**config.mk**
```make
export PLATFORM = sky130hd
export DESIGN_NAME = mem_port_arbiter_flat
export DESIGN_NICKNAME = d
export VERILOG_FILES = /design/src/rtl/mem_port_arbiter_if.sv /design/src/rtl/mem_port_arbiter.sv /design/src/flat_wrapper.sv
export SDC_FILE = /design/constraint.sdc
export NUM_CORES = 1
export LEC_CHECK = 0
export CORE_UTILIZATION = 45
export CTS_BUF_LIST = sky130_fd_sc_hd__clkbuf_2 sky130_fd_sc_hd__clkbuf_4 sky130_fd_sc_hd__clkbuf_8
export DETAILED_ROUTE_END_ITERATION = 8
export PLACE_DENSITY = 0.83
export SKIP_LAST_GASP = 1
export SYNTH_ARGS = -nofsm -noshare
export SYNTH_HDL_FRONTEND = slang
export SYNTH_SLANG_ARGS = --single-unit
```
**constraint.sdc**
```tcl
create_clock -name clk -period 2.5 [get_ports clk]
set_input_delay 0.375 -clock clk [delete_from_list [all_inputs] [get_ports clk]]
set_output_delay 0.375 -clock clk [all_outputs]
set_load 0.03 [all_outputs]
```
**src/rtl/mem_port_arbiter_if.sv**
```systemverilog
// rtl/mem_port_arbiter_if.sv - requester and memory-macro bus bundle for mem_port_arbiter
//
// Purpose: groups every non-clock signal of the arbiter so that one
// connection carries both requester channels and the macro port.
// Ports (as seen by the arbiter through modport slave):
//   protocol : p_req, p_we, p_addr[5:0], p_sel[2:0], p_wdata[15:0] in;
//              p_ack, p_err, p_rdata[15:0] out
//   sensor   : s_req, s_addr[5:0], s_sel[2:0], s_wdata[15:0] in;
//              s_ack, s_err out
//   control  : tx_enable in; busy out
//   macro    : mem_read_in[15:0] in; mem_data_out[15:0], mem_address[5:0],
//              mem_sel[2:0], PC_B, WE, SE out
// modport master is the mirror image, for whatever drives the requests.
interface mem_port_arbiter_if;
  logic        p_req;
  logic        p_we;
  logic [5:0]  p_addr;
  logic [2:0]  p_sel;
  logic [15:0] p_wdata;
  logic        p_ack;
  logic        p_err;
  logic [15:0] p_rdata;
  logic        s_req;
  logic [5:0]  s_addr;
  logic [2:0]  s_sel;
  logic [15:0] s_wdata;
  logic        s_ack;
  logic        s_err;
  logic        tx_enable;
  logic [15:0] mem_read_in;
  logic [15:0] mem_data_out;
  logic [5:0]  mem_address;
  logic [2:0]  mem_sel;
  logic        PC_B;
  logic        WE;
  logic        SE;
  logic        busy;

  modport slave (
    input  p_req, p_we, p_addr, p_sel, p_wdata,
    output p_ack, p_err, p_rdata,
    input  s_req, s_addr, s_sel, s_wdata,
    output s_ack, s_err,
    input  tx_enable, mem_read_in,
    output mem_data_out, mem_address, mem_sel, PC_B, WE, SE, busy
  );

  modport master (
    output p_req, p_we, p_addr, p_sel, p_wdata,
    input  p_ack, p_err, p_rdata,
    output s_req, s_addr, s_sel, s_wdata,
    input  s_ack, s_err,
    output tx_enable, mem_read_in,
    input  mem_data_out, mem_address, mem_sel, PC_B, WE, SE, busy
  );
endinterface

```
**src/rtl/mem_port_arbiter.sv**
```systemverilog
// rtl/mem_port_arbiter.sv - two-requester arbiter and phase sequencer for the tag memory macro port
//
// Purpose: grants one of the protocol or sensor requests at a time and
// runs precharge -> sense/write -> done on the macro, with a starvation
// guard that forces a pending sensor write through after STARVE_LIMIT
// consecutive protocol wins.
// Ports:
//   clk   : system clock
//   reset : asynchronous active-low reset
//   bus   : mem_port_arbiter_if.slave (requester channels + macro port)
module mem_port_arbiter #(
  parameter int PRE_CYC      = 2,
  parameter int SENSE_CYC    = 2,
  parameter int WRITE_CYC    = 4,
  parameter int MEM_WORDS    = 48,
  parameter int STARVE_LIMIT = 3
) (
  input  logic               clk,
  input  logic               reset,
  mem_port_arbiter_if.slave  bus
);

  localparam logic [3:0] PRE_LAST   = 4'(PRE_CYC - 1);
  localparam logic [3:0] SENSE_LAST = 4'(SENSE_CYC - 1);
  localparam logic [3:0] WRITE_LAST = 4'(WRITE_CYC - 1);
  localparam logic [6:0] ADDR_LIM   = 7'(MEM_WORDS);
  localparam logic [3:0] STARVE_MAX = 4'(STARVE_LIMIT);

  typedef enum logic [1:0] {IDLE, PRECH, ACCESS, DONE} state_t;

  state_t      state, state_nx;
  logic [3:0]  cnt, cnt_nx;
  logic [3:0]  starve_cnt;
  logic        own_s;      // latched winner: 1 = sensor
  logic        we_l;       // latched access type
  logic        err_l;      // latched address reject
  logic [5:0]  addr_q;
  logic [2:0]  sel_q;
  logic [15:0] dout_q;
  logic [15:0] rdata_q;

  logic        s_elig, grant_any, grant_s, addr_bad, acc_end;
  logic [5:0]  win_addr;
  logic [3:0]  acc_last;

  // Sensor needs a quiet RF front end; the protocol always wins a tie
  // until the starve counter saturates.
  assign s_elig    = bus.s_req && !bus.tx_enable;
  assign grant_any = bus.p_req || s_elig;
  assign grant_s   = s_elig && (!bus.p_req || starve_cnt == STARVE_MAX);
  assign win_addr  = grant_s ? bus.s_addr : bus.p_addr;
  assign addr_bad  = {1'b0, win_addr} >= ADDR_LIM;
  assign acc_last  = we_l ? WRITE_LAST : SENSE_LAST;
  assign acc_end   = (cnt == acc_last);

  always_ff @(posedge clk or negedge reset) begin
    if (!reset) begin
      state <= IDLE;
      cnt   <= '0;
    end else begin
      state <= state_nx;
      cnt   <= cnt_nx;
    end
  end

  always_comb begin
    state_nx = state;
    cnt_nx   = cnt;
    case (state)
      IDLE: begin
        if (grant_any) begin
          cnt_nx   = '0;
          state_nx = addr_bad ? DONE : PRECH;
        end
      end
      PRECH: begin
        if (cnt == PRE_LAST) begin
          cnt_nx   = '0;
          state_nx = ACCESS;
        end else begin
          cnt_nx = cnt + 4'd1;
        end
      end
      ACCESS: begin
        if (acc_end) begin
          cnt_nx   = '0;
          state_nx = DONE;
        end else begin
          cnt_nx = cnt + 4'd1;
        end
      end
      DONE:    state_nx = IDLE;
      default: state_nx = IDLE;
    endcase
  end

  // Grant-time latching, starve tracking and read capture.
  always_ff @(posedge clk or negedge reset) begin
    if (!reset) begin
      own_s      <= 1'b0;
      we_l       <= 1'b0;
      err_l      <= 1'b0;
      addr_q     <= '0;
      sel_q      <= '0;
      dout_q     <= '0;
      rdata_q    <= '0;
      starve_cnt <= '0;
    end else begin
      if (state == IDLE && grant_any) begin
        own_s <= grant_s;
        we_l  <= grant_s || bus.p_we;
        err_l <= addr_bad;
        // A rejected request leaves the macro-facing outputs untouched.
        if (!addr_bad) begin
          addr_q <= win_addr;
          sel_q  <= grant_s ? bus.s_sel : bus.p_sel;
          if (grant_s)       dout_q <= bus.s_wdata;
          else if (bus.p_we) dout_q <= bus.p_wdata;
          else               dout_q <= '0;
        end
        if (grant_s)
          starve_cnt <= '0;
        else if (s_elig && starve_cnt != STARVE_MAX)
          starve_cnt <= starve_cnt + 4'd1;
      end
      if (state == ACCESS && !we_l && !own_s && cnt == SENSE_LAST)
        rdata_q <= bus.mem_read_in;
    end
  end

  // Strobes decode straight from state so reset drops them at once.
  assign bus.PC_B         = (state != PRECH);
  assign bus.WE           = (state == ACCESS) && we_l;
  assign bus.SE           = (state == ACCESS) && !we_l;
  assign bus.busy         = (state != IDLE);
  assign bus.p_ack        = (state == DONE) && !own_s;
  assign bus.p_err        = (state == DONE) && !own_s && err_l;
  assign bus.s_ack        = (state == DONE) && own_s;
  assign bus.s_err        = (state == DONE) && own_s && err_l;
  assign bus.p_rdata      = rdata_q;
  assign bus.mem_address  = addr_q;
  assign bus.mem_sel      = sel_q;
  assign bus.mem_data_out = dout_q;

endmodule

```
**src/flat_wrapper.sv**
```systemverilog
// flat-port wrapper written by rule: the top's interface ports become plain ports
module mem_port_arbiter_flat 
#(
  parameter int PRE_CYC      = 2,
  parameter int SENSE_CYC    = 2,
  parameter int WRITE_CYC    = 4,
  parameter int MEM_WORDS    = 48,
  parameter int STARVE_LIMIT = 3
)
  (clk, reset, bus_p_req, bus_p_we, bus_p_addr, bus_p_sel, bus_p_wdata, bus_p_ack, bus_p_err, bus_p_rdata, bus_s_req, bus_s_addr, bus_s_sel, bus_s_wdata, bus_s_ack, bus_s_err, bus_tx_enable, bus_mem_read_in, bus_mem_data_out, bus_mem_address, bus_mem_sel, bus_PC_B, bus_WE, bus_SE, bus_busy);
  mem_port_arbiter_if bus_i ();
  input  logic clk;
  input  logic reset;
  input wire logic [$bits(bus_i.p_req)-1:0] bus_p_req;
  input wire logic [$bits(bus_i.p_we)-1:0] bus_p_we;
  input wire logic [$bits(bus_i.p_addr)-1:0] bus_p_addr;
  input wire logic [$bits(bus_i.p_sel)-1:0] bus_p_sel;
  input wire logic [$bits(bus_i.p_wdata)-1:0] bus_p_wdata;
  output wire logic [$bits(bus_i.p_ack)-1:0] bus_p_ack;
  output wire logic [$bits(bus_i.p_err)-1:0] bus_p_err;
  output wire logic [$bits(bus_i.p_rdata)-1:0] bus_p_rdata;
  input wire logic [$bits(bus_i.s_req)-1:0] bus_s_req;
  input wire logic [$bits(bus_i.s_addr)-1:0] bus_s_addr;
  input wire logic [$bits(bus_i.s_sel)-1:0] bus_s_sel;
  input wire logic [$bits(bus_i.s_wdata)-1:0] bus_s_wdata;
  output wire logic [$bits(bus_i.s_ack)-1:0] bus_s_ack;
  output wire logic [$bits(bus_i.s_err)-1:0] bus_s_err;
  input wire logic [$bits(bus_i.tx_enable)-1:0] bus_tx_enable;
  input wire logic [$bits(bus_i.mem_read_in)-1:0] bus_mem_read_in;
  output wire logic [$bits(bus_i.mem_data_out)-1:0] bus_mem_data_out;
  output wire logic [$bits(bus_i.mem_address)-1:0] bus_mem_address;
  output wire logic [$bits(bus_i.mem_sel)-1:0] bus_mem_sel;
  output wire logic [$bits(bus_i.PC_B)-1:0] bus_PC_B;
  output wire logic [$bits(bus_i.WE)-1:0] bus_WE;
  output wire logic [$bits(bus_i.SE)-1:0] bus_SE;
  output wire logic [$bits(bus_i.busy)-1:0] bus_busy;
  assign bus_i.p_req = bus_p_req;
  assign bus_i.p_we = bus_p_we;
  assign bus_i.p_addr = bus_p_addr;
  assign bus_i.p_sel = bus_p_sel;
  assign bus_i.p_wdata = bus_p_wdata;
  assign bus_p_ack = bus_i.p_ack;
  assign bus_p_err = bus_i.p_err;
  assign bus_p_rdata = bus_i.p_rdata;
  assign bus_i.s_req = bus_s_req;
  assign bus_i.s_addr = bus_s_addr;
  assign bus_i.s_sel = bus_s_sel;
  assign bus_i.s_wdata = bus_s_wdata;
  assign bus_s_ack = bus_i.s_ack;
  assign bus_s_err = bus_i.s_err;
  assign bus_i.tx_enable = bus_tx_enable;
  assign bus_i.mem_read_in = bus_mem_read_in;
  assign bus_mem_data_out = bus_i.mem_data_out;
  assign bus_mem_address = bus_i.mem_address;
  assign bus_mem_sel = bus_i.mem_sel;
  assign bus_PC_B = bus_i.PC_B;
  assign bus_WE = bus_i.WE;
  assign bus_SE = bus_i.SE;
  assign bus_busy = bus_i.busy;
  mem_port_arbiter #(.PRE_CYC(PRE_CYC), .SENSE_CYC(SENSE_CYC), .WRITE_CYC(WRITE_CYC), .MEM_WORDS(MEM_WORDS), .STARVE_LIMIT(STARVE_LIMIT)) u_core (.clk(clk), .reset(reset), .bus(bus_i));
endmodule
```
# Word-level counts from Yosys, hierarchy flattened
# Index checks and enable logic that the tools add are counted.
[word_totals]
elab_cells = 68
output_inout_bits = 49
register_bits = 54
inputBits = 72
[classes]
n_lt_le_gt_ge = 1
bitwise = 1
mux = 16
reduce_logical = 27
addsub = 2
n_eq_ne = 11
[ops]
columns = ["op", "count"]
rows = [
  ["$mux W16", 2],
  ["$mux W4", 5],
  ["$logic_and A1 B1 Y1", 12],
  ["$pmux W4 S3", 1],
  ["$mux W2", 5],
  ["$add A4 B1 Y4 const B", 2],
  ["$ne A2 B1 Y1 const B", 4],
  ["$pmux W2 S4", 1],
  ["$ge A6 B6 Y1 const B", 1],
  ["$mux W6", 1],
  ["$reduce_and A2 Y1", 3],
  ["$eq A2 B2 Y1 const B", 2],
  ["$eq A4 B1 Y1 const B", 1],
  ["$eq A4 B2 Y1 const B", 1],
  ["$eq A4 B4 Y1", 1],
  ["$logic_not A1 Y1", 4],
  ["$ne A4 B2 Y1 const B", 1],
  ["$reduce_bool A2 Y1", 2],
  ["$logic_or A1 B1 Y1", 3],
  ["$mux W3", 1],
  ["$reduce_and A3 Y1", 1],
  ["$reduce_bool A3 Y1", 1],
  ["$eq A2 B1 Y1 const B", 1],
  ["$logic_not A2 Y1", 1],
  ["$not A1 Y1", 1],
]

# Depth between registers and ports, before layout
[logic_depth]
depth_word = 8
mapped_depth = 7
depth_no_buf = 6

# Least setup slack after synthesis
# Ideal clock, no wire load.
[synth_timing]
path_kind = "flip-flop to flip-flop"
startpoint = "reg u_core.state[0]"
endpoint = "reg u_core.rdata_q[0] (netlist: u_core.bus.p_rdata[0])"
setup_time_ps = 125
path_stages_with_launch = 8
path_slack_ps = 192
n_path_buf = 1
t_arrival_ps = 2184
required_time_ps = 2375
cell_sequence = "dfrtp_1 > inv_1 > ha_1 > inv_1 > nor2_1 > nand4b_1 > clkbuf_1 > mux2_2"
[synth_between]
elab_chain_len = 4
[synth_lines]
columns = ["element", "line", "rtl"]
rows = [
  ["from (decl)", "mem_port_arbiter.sv:31", "state_t state, state_nx;"],
  ["from (signal assigned)", "mem_port_arbiter.sv:61", "state <= state_nx;"],
  ["$eq A2 B2 Y1", "--", ""],
  ["$logic_and A1 B1 Y1", "--", ""],
  ["net bus_SE", "flat_wrapper.sv:35", "output wire logic [$bits(bus_i.SE)-1:0] bus_SE;"],
  ["$logic_and A1 B1 Y1 (2 in series)", "mem_port_arbiter.sv:126", "if (state == ACCESS && !we_l && !own_s && cnt == SENSE_LAST)"],
  ["to (signal assigned)", "mem_port_arbiter.sv:127", "rdata_q <= bus.mem_read_in;"],
  ["to (decl)", "mem_port_arbiter.sv:40", "logic [15:0] rdata_q;"],
]
# The timed path passes the listed nets, and every way through them passes these cells.
# A chain may end at the register's enable or synchronous reset.

# Worst setup path in the final report
[layout_timing]
startpoint = "reg u_core.state[0]"
endpoint = "out bus_WE"
[layout_between]
elab_chain_len = 2
[layout_lines]
columns = ["element", "line", "rtl"]
rows = [
  ["$eq A2 B2 Y1", "mem_port_arbiter.sv:133", "assign bus.WE = (state == ACCESS) && we_l;"],
  ["$logic_and A1 B1 Y1", "mem_port_arbiter.sv:133", ""],
  ["to (decl)", "flat_wrapper.sv:34", "output wire logic [$bits(bus_i.WE)-1:0] bus_WE;"],
]
# Every way passes these cells.

==> flow_summary_export.csv <==
group,metric,value,unit
run_status,status,"complete, no violations",
timing,fin_setup_tns,0,ns
cts,cts_htree_levels,2,
layout,fin_cells,457,
pwr,p_sw,1.983,mW
logic_synthesis,synth.most_common_cell,"dfrtp_1",
setup_path,slowest_delay,0.66,ns
pwr,power_density,1097,nW/um^2
logic_synthesis,synth_edf_count,0,
placed_design,place_hpwl,5576,um
timing,period_share,93.61,%
logic_synthesis,async_flop_share,100.0,%
logic_synthesis,ys_seq_area_share,46.04,%
pwr,seqPwrFrac,31.6,%
timing,worst_pin_slew,0.7133,ns
placed_design,io_buffers,120,
logic_synthesis,netlist_top_cells_area,"dfrtp_1, mux2_2, mux2_4",
pwr,vdd_drop_max,633.8,uV
floorplan,core_area,6314,sq um
placed_design,dp.cells,449,
layout,area.growth.synth_to_final,47.87,%
pwr,power.share.clock,11.1,%
logic_synthesis,yosys_warnings,0,
setup_path,cp_data_arrival_time,1.97,ns
logic_synthesis,synth_mux_area_share,21.10,%
routing,vias,2506,
logic_synthesis,synth_area_per_cell,11.47,sq um
logic_synthesis,syn_area,2935,sq um
cts,cts_sinks,54,
timing,slew_viol_final,0,
timing,setup_viol,0,
setup_path,worstPathRequired,2.12,ns
floorplan,dieArea,6850,sq um
logic_synthesis,synth-main-ff-cell,"dfrtp_1",
floorplan,die_height,82.77,um
timing,hold_viol,0,
routing,drc,0,
logic_synthesis,ys_types,42,
timing,slew_headroom,52.45,%
logic_synthesis,synth_top_family_by_area,"multiplexers",
run,drv_cap,0,
floorplan,chipWidth,82.77,um
setup_path,critPathLaunchType,"flop",
logic_synthesis,syn_nets,337,
layout,n_antenna_cell,0,
logic_synthesis,yosys.area_share.adder,3.836,%
grt,grt_pass1_wl,11090,um
setup_path,path_cells,"inv_1 > ha_1 > and2_1 > clkdlybuf4s50_1",
floorplan,boundaryPins,121,
logic_synthesis,synth_xor_area_share,0.2984,%
routing,ant_nets,0,
layout,drive_gt1_share,20.26,%
grt,grt_pass1_vias,2437,
grt,track_usage,21.65,%
logic_synthesis,yosysTopAreaCellShare,46.04,%
logic_synthesis,synth_largest_area_cell,"dfrtp_1",
cts,clkSlewWorstSetupHoldPaths,0.11,ns
timing,skew,0.008493,ns
pwr,switching_share,41.65,%
setup_path,end_kind,"primary output",
pwr,p_leak,1.838,nW
logic_synthesis,syn_inst,256,
cts,postCtsHoldBufs,0,
layout,nets,460,
routing,wl_per_cell,16.03,um
setup_path,r2r_cells,6,
setup_path,cp_num_cells,4,
routing,first_pass_iters,4,
cts,clk_latency,0.32,ns
timing,rsz0062_at_grt,"no",
grt,antenna_found_initial,0,
cts,cts_buffers,5,
routing,drt_iter0_markers,131,
floorplan,fp-row-count,29,
grt,grt_max_degree,33,
logic_synthesis,synthSimpleGateAreaFrac,9.420,%
setup_path,cp_slowest_cell,"clkdlybuf4s50_1",
logic_synthesis,synth_compound_area_share,15.35,%
logic_synthesis,synthTopCellsByCount,"dfrtp_1, nand2_1, mux2_2",
layout,fillers,486,
cts,cts_tree,"yes",
hold_path,hp-class,"in2async",
cts,clockBufferDepth,2,
setup_path,path_class,"reg2out",
placed_design,gp_congestion,0.8371,
routing,vias_per_cell,5.484,
timing,min_period,2.340,ns
routing,drt-total-wl,7327,um
setup_path,crit_fanout,4,
timing,max_freq,427.3,MHz
floorplan,start_util,46.49,%
logic_synthesis,ys_seq_elements,54,
pwr,combinationalPowerShare,57.3,%
grt,gr-total-overflow,0,
cts,clockRootBuffer,"clkbuf_8",
pwr,intPower,2.779,mW
setup_path,cp_num_buf_inv,2,
setup_path,crit_family,"buffers and inverters",
[kinds of logic after synthesis]
kind of cell / count (synthesis)
simple gates: 55
fa+ha+maj: 9
buf+inv: 24
mux: 49
xor+xnor: 1
flops: 54
compound gates: 64
[power by group through the flow]
stage	Sequential, mW	Clock (mW)	Combinational (mW)
after floorplan	2.10	0	1.04
after detailed placement	1.51	0	2.74
after global placement	1.50	0	2.68
final	1.51	0.527	2.73
after CTS	1.51	0.541	2.74
after global routing	1.56	0.577	2.90
[stage by stage]
| step | hold slack (ns) | instance area (sq um) | power, mW | setup slack, ns | utilization, % |
|---|---|---|---|---|---|
| 2_1_floorplan | 0.07941 | 2935 | 3.145 | 0.1918 | - |
| 3_3_place_gp | 0.4589 | 4240 | 4.185 | 0.2515 | 67.16 |
| 3_5_place_dp | 0.4638 | 4240 | 4.249 | 0.1943 | 67.16 |
| 4_1_cts | 0.1133 | 4338 | 4.789 | 0.04519 | 68.71 |
| 5_1_grt | 0.1431 | 4340 | 5.032 | 0.08124 | 68.75 |
| 6_report | 0.1027 | 4340 | 4.762 | 0.1598 | 68.75 |
[path summary, 6_finish.rpt]
| kind | startpoint | endpoint | slack, ns |
|---|---|---|---|
| hold / removal | reset | u_core.bus.mem_data_out[13] | 0.10 |
| min in group clk | u_core.bus.p_rdata[11] | u_core.bus.p_rdata[11] | 0.52 |
| max in group asynchronous | reset | u_core.cnt[0] | 1.74 |
| hold reg to reg | u_core.bus.p_rdata[11] | u_core.bus.p_rdata[11] | 0.52 |
| setup / recovery | u_core.state[0] | bus_WE | 0.16 |
| setup reg to reg | u_core.starve_cnt[0] | u_core.bus.mem_address[1] | 0.20 |
[cell usage in the layout (no fill, tap or decap), types with 2 or more instances in the layout]
cell             count
a2111o_1             2
a21oi_1              2
a311oi_1             2
a31o_2               2
and2_1               2
buf_4               10
clkbuf_8             5
clkdlybuf4s50_1    118
dfrtp_1             54
ha_1                 9
inv_1                9
mux2_2              27
mux2_4              19
mux2i_1              3
nand2_1             28
nand3_1              4
nand4b_1             2
nor2_1               7
nor2b_1              3
o211ai_1            17
o21ai_0             25
o21ba_2              2
o31ai_1              4
[timing repair]
item / in CTS / in global routing
endpoints found under the setup margin: 0 / 1
setup buffers: 0 / 0
resized for setup: 0 / 1
[state kept, by name (all words and copies together), names as in the netlist]
| signal | flops |
|---|---|
| u_core.cnt | 4 |
| u_core.we_l | 1 |
| u_core.bus.p_rdata | 16 |
| u_core.bus.mem_data_out | 16 |
| u_core.bus.mem_sel | 3 |
| u_core.own_s | 1 |
| u_core.bus.mem_address | 6 |
| u_core.err_l | 1 |
| u_core.state | 2 |
| u_core.starve_cnt | 4 |
[cell type report]
| cell class | instances | area (sq um) | area share (%) |
|---|---|---|---|
| Timing Repair Buffer | 131 | 1294 | 29.81 |
| Sequential cell | 54 | 1351 | 31.13 |
| Tap cell | 77 | 96.34 | 2.220 |
| Clock buffer | 5 | 68.82 | 1.585 |
| Inverter | 9 | 33.78 | 0.7783 |
| Multi-Input combinational cell | 178 | 1468 | 33.81 |
| Clock inverter | 3 | 28.78 | 0.6630 |
[metal layers]
metal / GRT usage [%] / wire [um]
met5: 0 / 0
met4: 6.897 / 51
met3: 6.593 / 678
met2: 36.31 / 3562
met1: 26.51 / 3033
[worst register-to-register path: cells and delay by family (launching register included)]
family / cells / cell delay [ns]
muxes: 2 / 0.61
and+or+nand+nor: 1 / 0.53
AOI/OAI and AO/OA: 1 / 0.21
buffers and inverters: 1 / 0.21
DFF: 1 / 0.41
adders and majority gates: 1 / 0.22
Note: power is estimated with default switching activity, not from simulation.
